<file path="config.mk">
export PLATFORM = sky130hd
export DESIGN_NAME = stage_sequencer_flat
export DESIGN_NICKNAME = d
export VERILOG_FILES = /design/src/rtl/stage_sequencer_if.sv /design/src/rtl/stage_sequencer.sv /design/src/flat_wrapper.sv
export SDC_FILE = /design/constraint.sdc
export NUM_CORES = 1
export LEC_CHECK = 0
export CORE_MARGIN = 2
export CORE_UTILIZATION = 55
export CTS_CLUSTER_DIAMETER = 30
export CTS_CLUSTER_SIZE = 24
export DETAILED_ROUTE_END_ITERATION = 8
export GPL_TIMING_DRIVEN = 0
export PLACE_DENSITY = 0.82
export SLEW_MARGIN = 20
export SYNTH_ARGS = -nofsm -noshare
export SYNTH_HDL_FRONTEND = slang
export SYNTH_SLANG_ARGS = --single-unit
</file>
<file path="constraint.sdc">
create_clock -name clk -period 8.1 [get_ports clk]
set_clock_uncertainty 0.05 [all_clocks]
set_input_delay 2.43 -clock clk [delete_from_list [all_inputs] [get_ports clk]]
set_output_delay 2.43 -clock clk [all_outputs]
set_load 0.01 [all_outputs]
</file>
<file path="src/rtl/stage_sequencer_if.sv">
// Stage sequencer bundle: start request, per-stage done/run handshake and
// the sequencer status outputs.
//   start               start level from a debounced key
//   done[NUM_STAGES]    done[k] raised by stage k when it has finished
//   run[NUM_STAGES]     one-hot run strobes, run[k] = stage k owns the datapath
//   program_initialize  idle, waiting for the first start
//   busy                a stage sequence is in progress
//   finished            the last enabled stage has completed
//   error               a guarded stage exceeded its watchdog
//   cur_stage           active or most recently active stage index
//   error_stage         stage index that timed out (latched)
// The master modport is the sequencer; the slave modport is the stage side.
interface stage_sequencer_if #(
  parameter int NUM_STAGES = 12
);
  logic                  start;
  logic [NUM_STAGES-1:0] done;
  logic [NUM_STAGES-1:0] run;
  logic                  program_initialize;
  logic                  busy;
  logic                  finished;
  logic                  error;
  logic [3:0]            cur_stage;
  logic [3:0]            error_stage;

  modport master (
    input  start, done,
    output run, program_initialize, busy, finished, error, cur_stage, error_stage
  );

  modport slave (
    output start, done,
    input  run, program_initialize, busy, finished, error, cur_stage, error_stage
  );
endinterface

</file>
<file path="src/rtl/stage_sequencer.sv">
// Stage sequencer: walks the enabled processing stages in index order, giving
// each one exclusive ownership of the shared RAM/VGA/HEX resources through a
// one-hot run strobe and waiting for that stage's done before moving on.
// A dead cycle (run = 0) separates consecutive stages so that datapath
// defaults settle between owners. Non-interactive stages are guarded by a
// watchdog; a stage that holds run for WATCHDOG_CYCLES cycles without done
// sends the sequencer to ERROR.
// Ports:
//   clk    system clock, rising edge
//   reset  asynchronous, active-high reset
//   bus    stage_sequencer_if master modport (start, done in; run and status out)
module stage_sequencer #(
  parameter int                    NUM_STAGES      = 12,
  parameter logic [NUM_STAGES-1:0] ENABLE_MASK     = 12'hFFF,
  parameter logic [NUM_STAGES-1:0] NO_TIMEOUT_MASK = 12'h012,
  parameter logic [23:0]           WATCHDOG_CYCLES = 24'd10_000_000
) (
  input logic               clk,
  input logic               reset,
  stage_sequencer_if.master bus
);

  localparam int             WD_W     = $clog2(int'(WATCHDOG_CYCLES) + 1);
  localparam logic [WD_W-1:0] WD_LIMIT = WD_W'(WATCHDOG_CYCLES);

  typedef enum logic [2:0] {
    S_IDLE,
    S_RUN,
    S_GAP,
    S_DONE,
    S_ERROR
  } state_t;

  state_t           state_q, state_d;
  logic [3:0]       cur_stage_q, cur_stage_d;
  logic [3:0]       error_stage_q, error_stage_d;
  logic [WD_W-1:0]  wd_q, wd_d;
  logic             start_q;

  logic             start_edge;
  logic [4:0]       first_hit;
  logic [4:0]       next_hit;
  logic             cur_done;
  logic             guarded;
  logic             timeout;

  // Lowest enabled stage index >= lo. Result is {found, index}.
  // Scanning downwards lets the lowest match overwrite higher ones.
  function automatic logic [4:0] find_enabled(input int lo);
    logic [4:0] r;
    r = 5'd0;
    for (int i = NUM_STAGES - 1; i >= 0; i--) begin
      if (i >= lo && ENABLE_MASK[i]) begin
        r = {1'b1, 4'(i)};
      end
    end
    return r;
  endfunction

  assign start_edge = bus.start & ~start_q;
  assign first_hit  = find_enabled(0);
  assign next_hit   = find_enabled(int'(cur_stage_q) + 1);

  // Only the active stage's done bit is observed; a done level left over from
  // the previous stage therefore cannot advance the new one.
  assign cur_done = bus.done[cur_stage_q];
  assign guarded  = ~NO_TIMEOUT_MASK[cur_stage_q];

  // wd_q counts completed run cycles; the limit is hit on the edge that
  // would complete the WATCHDOG_CYCLES-th cycle of run.
  assign timeout = (wd_q + WD_W'(1)) == WD_LIMIT;

  always_comb begin
    state_d       = state_q;
    cur_stage_d   = cur_stage_q;
    error_stage_d = error_stage_q;
    wd_d          = wd_q;
    case (state_q)
      S_IDLE, S_DONE: begin
        if (start_edge) begin
          wd_d = '0;
          if (first_hit[4]) begin
            state_d     = S_RUN;
            cur_stage_d = first_hit[3:0];
          end else begin
            state_d = S_DONE;
          end
        end
      end
      S_RUN: begin
        // done has priority over a coincident timeout
        if (cur_done) begin
          state_d = S_GAP;
        end else if (guarded && timeout) begin
          state_d       = S_ERROR;
          error_stage_d = cur_stage_q;
        end else begin
          wd_d = wd_q + WD_W'(1);
        end
      end
      S_GAP: begin
        wd_d = '0;
        if (next_hit[4]) begin
          state_d     = S_RUN;
          cur_stage_d = next_hit[3:0];
        end else begin
          state_d = S_DONE;
        end
      end
      S_ERROR: begin
        if (start_edge) begin
          state_d = S_IDLE;
        end
      end
      default: begin
        state_d = S_IDLE;
      end
    endcase
  end

  always_ff @(posedge clk or posedge reset) begin
    if (reset) begin
      state_q       <= S_IDLE;
      cur_stage_q   <= 4'd0;
      error_stage_q <= 4'd0;
      wd_q          <= '0;
      start_q       <= 1'b0;
    end else begin
      state_q       <= state_d;
      cur_stage_q   <= cur_stage_d;
      error_stage_q <= error_stage_d;
      wd_q          <= wd_d;
      start_q       <= bus.start;
    end
  end

  // Outputs decode the state register directly, so an asynchronous reset
  // drops run at once.
  assign bus.run                = (state_q == S_RUN) ? (NUM_STAGES'(1) << cur_stage_q) : '0;
  assign bus.program_initialize = (state_q == S_IDLE);
  assign bus.busy               = (state_q == S_RUN) || (state_q == S_GAP);
  assign bus.finished           = (state_q == S_DONE);
  assign bus.error              = (state_q == S_ERROR);
  assign bus.cur_stage          = cur_stage_q;
  assign bus.error_stage        = error_stage_q;

endmodule
</file>
<file path="src/flat_wrapper.sv">
// flat-port wrapper written by rule: the top's interface ports become plain ports
module stage_sequencer_flat 
#(
  parameter int                    NUM_STAGES      = 12,
  parameter logic [NUM_STAGES-1:0] ENABLE_MASK     = 12'hFFF,
  parameter logic [NUM_STAGES-1:0] NO_TIMEOUT_MASK = 12'h012,
  parameter logic [23:0]           WATCHDOG_CYCLES = 24'd10_000_000
)
  (clk, reset, bus_start, bus_done, bus_run, bus_program_initialize, bus_busy, bus_finished, bus_error, bus_cur_stage, bus_error_stage);
  stage_sequencer_if #(.NUM_STAGES(NUM_STAGES)) bus_i ();
  input logic clk;
  input logic reset;
  input wire logic [$bits(bus_i.start)-1:0] bus_start;
  input wire logic [$bits(bus_i.done)-1:0] bus_done;
  output wire logic [$bits(bus_i.run)-1:0] bus_run;
  output wire logic [$bits(bus_i.program_initialize)-1:0] bus_program_initialize;
  output wire logic [$bits(bus_i.busy)-1:0] bus_busy;
  output wire logic [$bits(bus_i.finished)-1:0] bus_finished;
  output wire logic [$bits(bus_i.error)-1:0] bus_error;
  output wire logic [$bits(bus_i.cur_stage)-1:0] bus_cur_stage;
  output wire logic [$bits(bus_i.error_stage)-1:0] bus_error_stage;
  assign bus_i.start = bus_start;
  assign bus_i.done = bus_done;
  assign bus_run = bus_i.run;
  assign bus_program_initialize = bus_i.program_initialize;
  assign bus_busy = bus_i.busy;
  assign bus_finished = bus_i.finished;
  assign bus_error = bus_i.error;
  assign bus_cur_stage = bus_i.cur_stage;
  assign bus_error_stage = bus_i.error_stage;
  stage_sequencer #(.NUM_STAGES(NUM_STAGES), .ENABLE_MASK(ENABLE_MASK), .NO_TIMEOUT_MASK(NO_TIMEOUT_MASK), .WATCHDOG_CYCLES(WATCHDOG_CYCLES)) u_core (.clk(clk), .reset(reset), .bus(bus_i));
endmodule
</file>
==> metrics.md <==
| Metric | Value |
|---|---|
| Syn Nets | `370` |
| Hold_ws | `~0.47 ns` |
| Max-Slew Margin vs Limit | `50.3%` |
| Global route hottest layer | `met2` |
| DRC Markers | `0` |
| Final hold vios | `0` |
| Commonest non-fill, non-tap cell in the layout | `clkdlybuf4s50_1` |
| Die W | `78.2 µm` |
| Post-DP Area | `3490 µm²` |
| #FFs+latches synth | `36` |
| Psw | `0.000381 W` |
| Most frequent cells in the layout | `38 x clkdlybuf4s50_1, 36 x dfrtp_1, 28 x nand2_1` |
| Worst path slowest cell | `clkdlybuf4s50_1` |
| Max Freq | `0.190 GHz` |
| Port Buf Inserts | `38` |
| Power, Total | `0.000910 W` |
| Worst-margin pin slew | `0.744 ns` |
| Ant. Diodes | `0` |
| Crit path buf inv count | `3` |
| # nets final | `415` |
| Clock Power Share | `24.7%` |
| Top cell type's share of synthesized area | `29.8%` |
| Total track usage | `28.8%` |
| Reg clk slew, reported paths | `0.07 ns` |
| CP max stage delay | `0.54 ns` |
| Fin cells | `462` |
| Vias/cell | `6.47` |
| Status | `finished, final reports clean` |
| Avg Inst Size Synth | `8.74 µm²` |
| Site row count | `26` |
| Min Tclk post-route | `5.25 ns` |
| Drt first-iter violations | `about 420` |
| Synth-to-layout area growth | `20.9%` |
| PD cells | `249 nW/µm²` |
| Post-Syn Area | `3020 µm²` |
| Sw Ratio | `41.9%` |
| Number of flops mapped to enable cells by yosys | `0` |
| Synth top area cells | `dfrtp_1 30%, o21ai_0 3.8%, ha_1 3.7%` |
| Via count | `2989` |
| Peak VDD IR | `~0.27 mV` |
| CP startpoint kind | `flop` |
| Max Cap Viol | `0` |
| CTS Root Cell | `clkbuf_8` |
| Worst EP arrival | `2.77 ns` |
| GR Layer Usage met2 | `46.5%` |
| TNS Setup | `0 ns` |
| Clock sink count | `36` |
| Met3 global-route usage | `4.94%` |
| RSZ-0062 raised after global routing | `no` |
| Core Box Area | `between 5000 and 6000 µm²` |
| Initial Utilization | `between 50% and 60%` |
| Placer congestion estimate | `0.943` |
| CP top delay family | `buffers and inverters` |
| Register share of total power | `25.2%` |
| Wire per inst | `~18 µm` |
| Skew-Pair Late Insertion Delay | `between 0.2 and 0.3 ns` |
| Finished layout cell area | `3660 µm²` |
| Number of global-route vias before repair | `between 2000 and 3000` |
| Dpl hpwl | `5770 µm` |
| Routed Antenna Nets | `0` |
| CTS tree | `built` |
| Critical path type | `flop to output port` |
| Slew Viols, Final | `0` |
| Synth cell types | `63` |
| Yosys Warn Count | `0` |
| Crit end category | `output port` |
| Inst Count DP | `454` |
| Post-CTS setup buffer count | `0` |
| Number of iterations in the first detailed-routing pass | `5` |
| Post-synthesis async set-or-reset flop share | `100%` |
| Met1 usage | `39.7%` |
| Required @ worst endpoint | `5.62 ns` |
| Comb pwr share | `50.1%` |
| Initial antenna violation count | `0` |
| Die area | `6110 µm²` |
| Chip Height | `between 70 and 80 µm` |
| Ratio of final minimum period to clock period | `64.8%` |
| Crit Path Max Fanout | `10` |
| WL final | `8390 µm` |
| Synth Flop Type | `dfrtp_1` |
| Hold Crit Class | `flop to flop` |
| Area leader, netlist | `dfrtp_1` |
| Global route overflow | `0` |
| Cts bufs inserted | `5` |
| Global-route wire length before repair | `14100 µm` |
| Io pins | `39` |
| Post-CTS sizing | `0` |
| Worst-path cell chain | `clkinv_1 -> or3_1 -> clkbuf_1 -> nor3_1 -> and2_1 -> clkdlybuf4s50_1` |
| Pint | `around 0.00053 W` |
| LEAKAGE | `1.53 nW` |
| Sequential area share after synthesis | `29.8%` |
| Max clock buf depth | `2` |
| Largest net degree at the start of global routing | `37` |
| Endpoints failing setup | `0` |
| Post-Synthesis Cells | `346` |
| # hold bufs at CTS | `0` |
| H-tree Lvls | `2` |
| Share of layout cells above drive strength 1 | `14.5%` |
## through the flow
stage / utilization (%) / setup WS, ns
6_report: 70.2 / 2.85
5_1_grt: 70.2 / 2.66
4_1_cts: 70.1 / 2.88
3_5_place_dp: 67.1 / 3.10
3_3_place_gp: 67.1 / 3.19
2_1_floorplan: - / 3.88
## metal layers
layer | vias up | share of wire, %
met5 | - | 0
met4 | 0 | 2.1
met3 | 25 | 7.2
met2 | 132 | 47
met1 | 1453 | 43
li1 | 1379 | -
## synth_stat cells (3+ instances only)
cell and instances:
or3_1 4, nand3_1 15, o41ai_1 3, clkbuf_1 9, nand3b_1 3, mux2_4 4, nor4_1 5, and2_1 12
buf_6 7, nand2b_1 7, ha_1 9, nor4_4 3, o21ai_1 9, nor2_1 21, buf_4 6, and4_1 3
a21oi_1 21, xor2_1 3, mux2i_1 3, o21ai_0 23, o31ai_1 15, dfrtp_1 36, nand2_1 28, a21oi_2 3
o2111ai_1 3, xnor2_1 3, nor3_1 6, nand4_1 9, mux4_2 3, a31oi_1 10, inv_1 11, and3_1 11
## final cells by class
type	instances	area, µm²
clock buffer	5	68.8
tap	70	87.6
multi-input combinational	272	1890
inverter	12	45.0
sequential	36	901
clock inverter	3	90.1
timing repair buffer	38	380
fill	417	1550
buffer	26	195
## power by group through the flow
stage / combinational, W / sequential [W] / clock (W)
2_1_floorplan: 0.000292 / 0.000227 / 0
4_1_cts: 0.000444 / 0.000229 / 0.000226
6_report: 0.000456 / 0.000229 / 0.000225
3_3_place_gp: 0.000433 / 0.000230 / 0
5_1_grt: 0.000493 / 0.000233 / 0.000232
3_5_place_dp: 0.000439 / 0.000232 / 0
## flip-flops by register name, indices dropped and copies added, names as in the netlist
register,flops
u_core.wd_q,24
u_core.bus.cur_stage,4
u_core.bus.error_stage,4
u_core.state_q,3
u_core.start_q,1
## cells by family after synthesis
family | Yosys count | synth area share [%]
simple gates | 146 | 30.3
compound gates | 101 | 21.3
buf+inv | 38 | 7.94
flops | 36 | 29.8
mux | 10 | 5.21
fa+ha+maj | 9 | 3.72
xor+xnor | 6 | 1.74
## path summary, 6_finish.rpt
| check | slack, ns | endpoint | depth (start not counted) | startpoint |
|---|---|---|---|---|
| max reg2reg | 4.75 | u_core.bus.error_stage[1]$_DFFE_PP0P_ | 9 | u_core.wd_q[0]$_DFFE_PP0P_ |
| max in group asynchronous | 4.99 | u_core.wd_q[23]$_DFFE_PP0P_ | 2 | reset |
| min | 0.47 | u_core.wd_q[23]$_DFFE_PP0P_ | 1 | u_core.wd_q[23]$_DFFE_PP0P_ |
| min in group asynchronous | 2.53 | u_core.wd_q[14]$_DFFE_PP0P_ | 2 | reset |
| min reg2reg | 0.47 | u_core.wd_q[23]$_DFFE_PP0P_ | 1 | u_core.wd_q[23]$_DFFE_PP0P_ |
| max | 2.85 | bus_run[8] | 6 | u_core.state_q[0]$_DFFE_PP0P_ |
(Power assumes the default switching activity.)
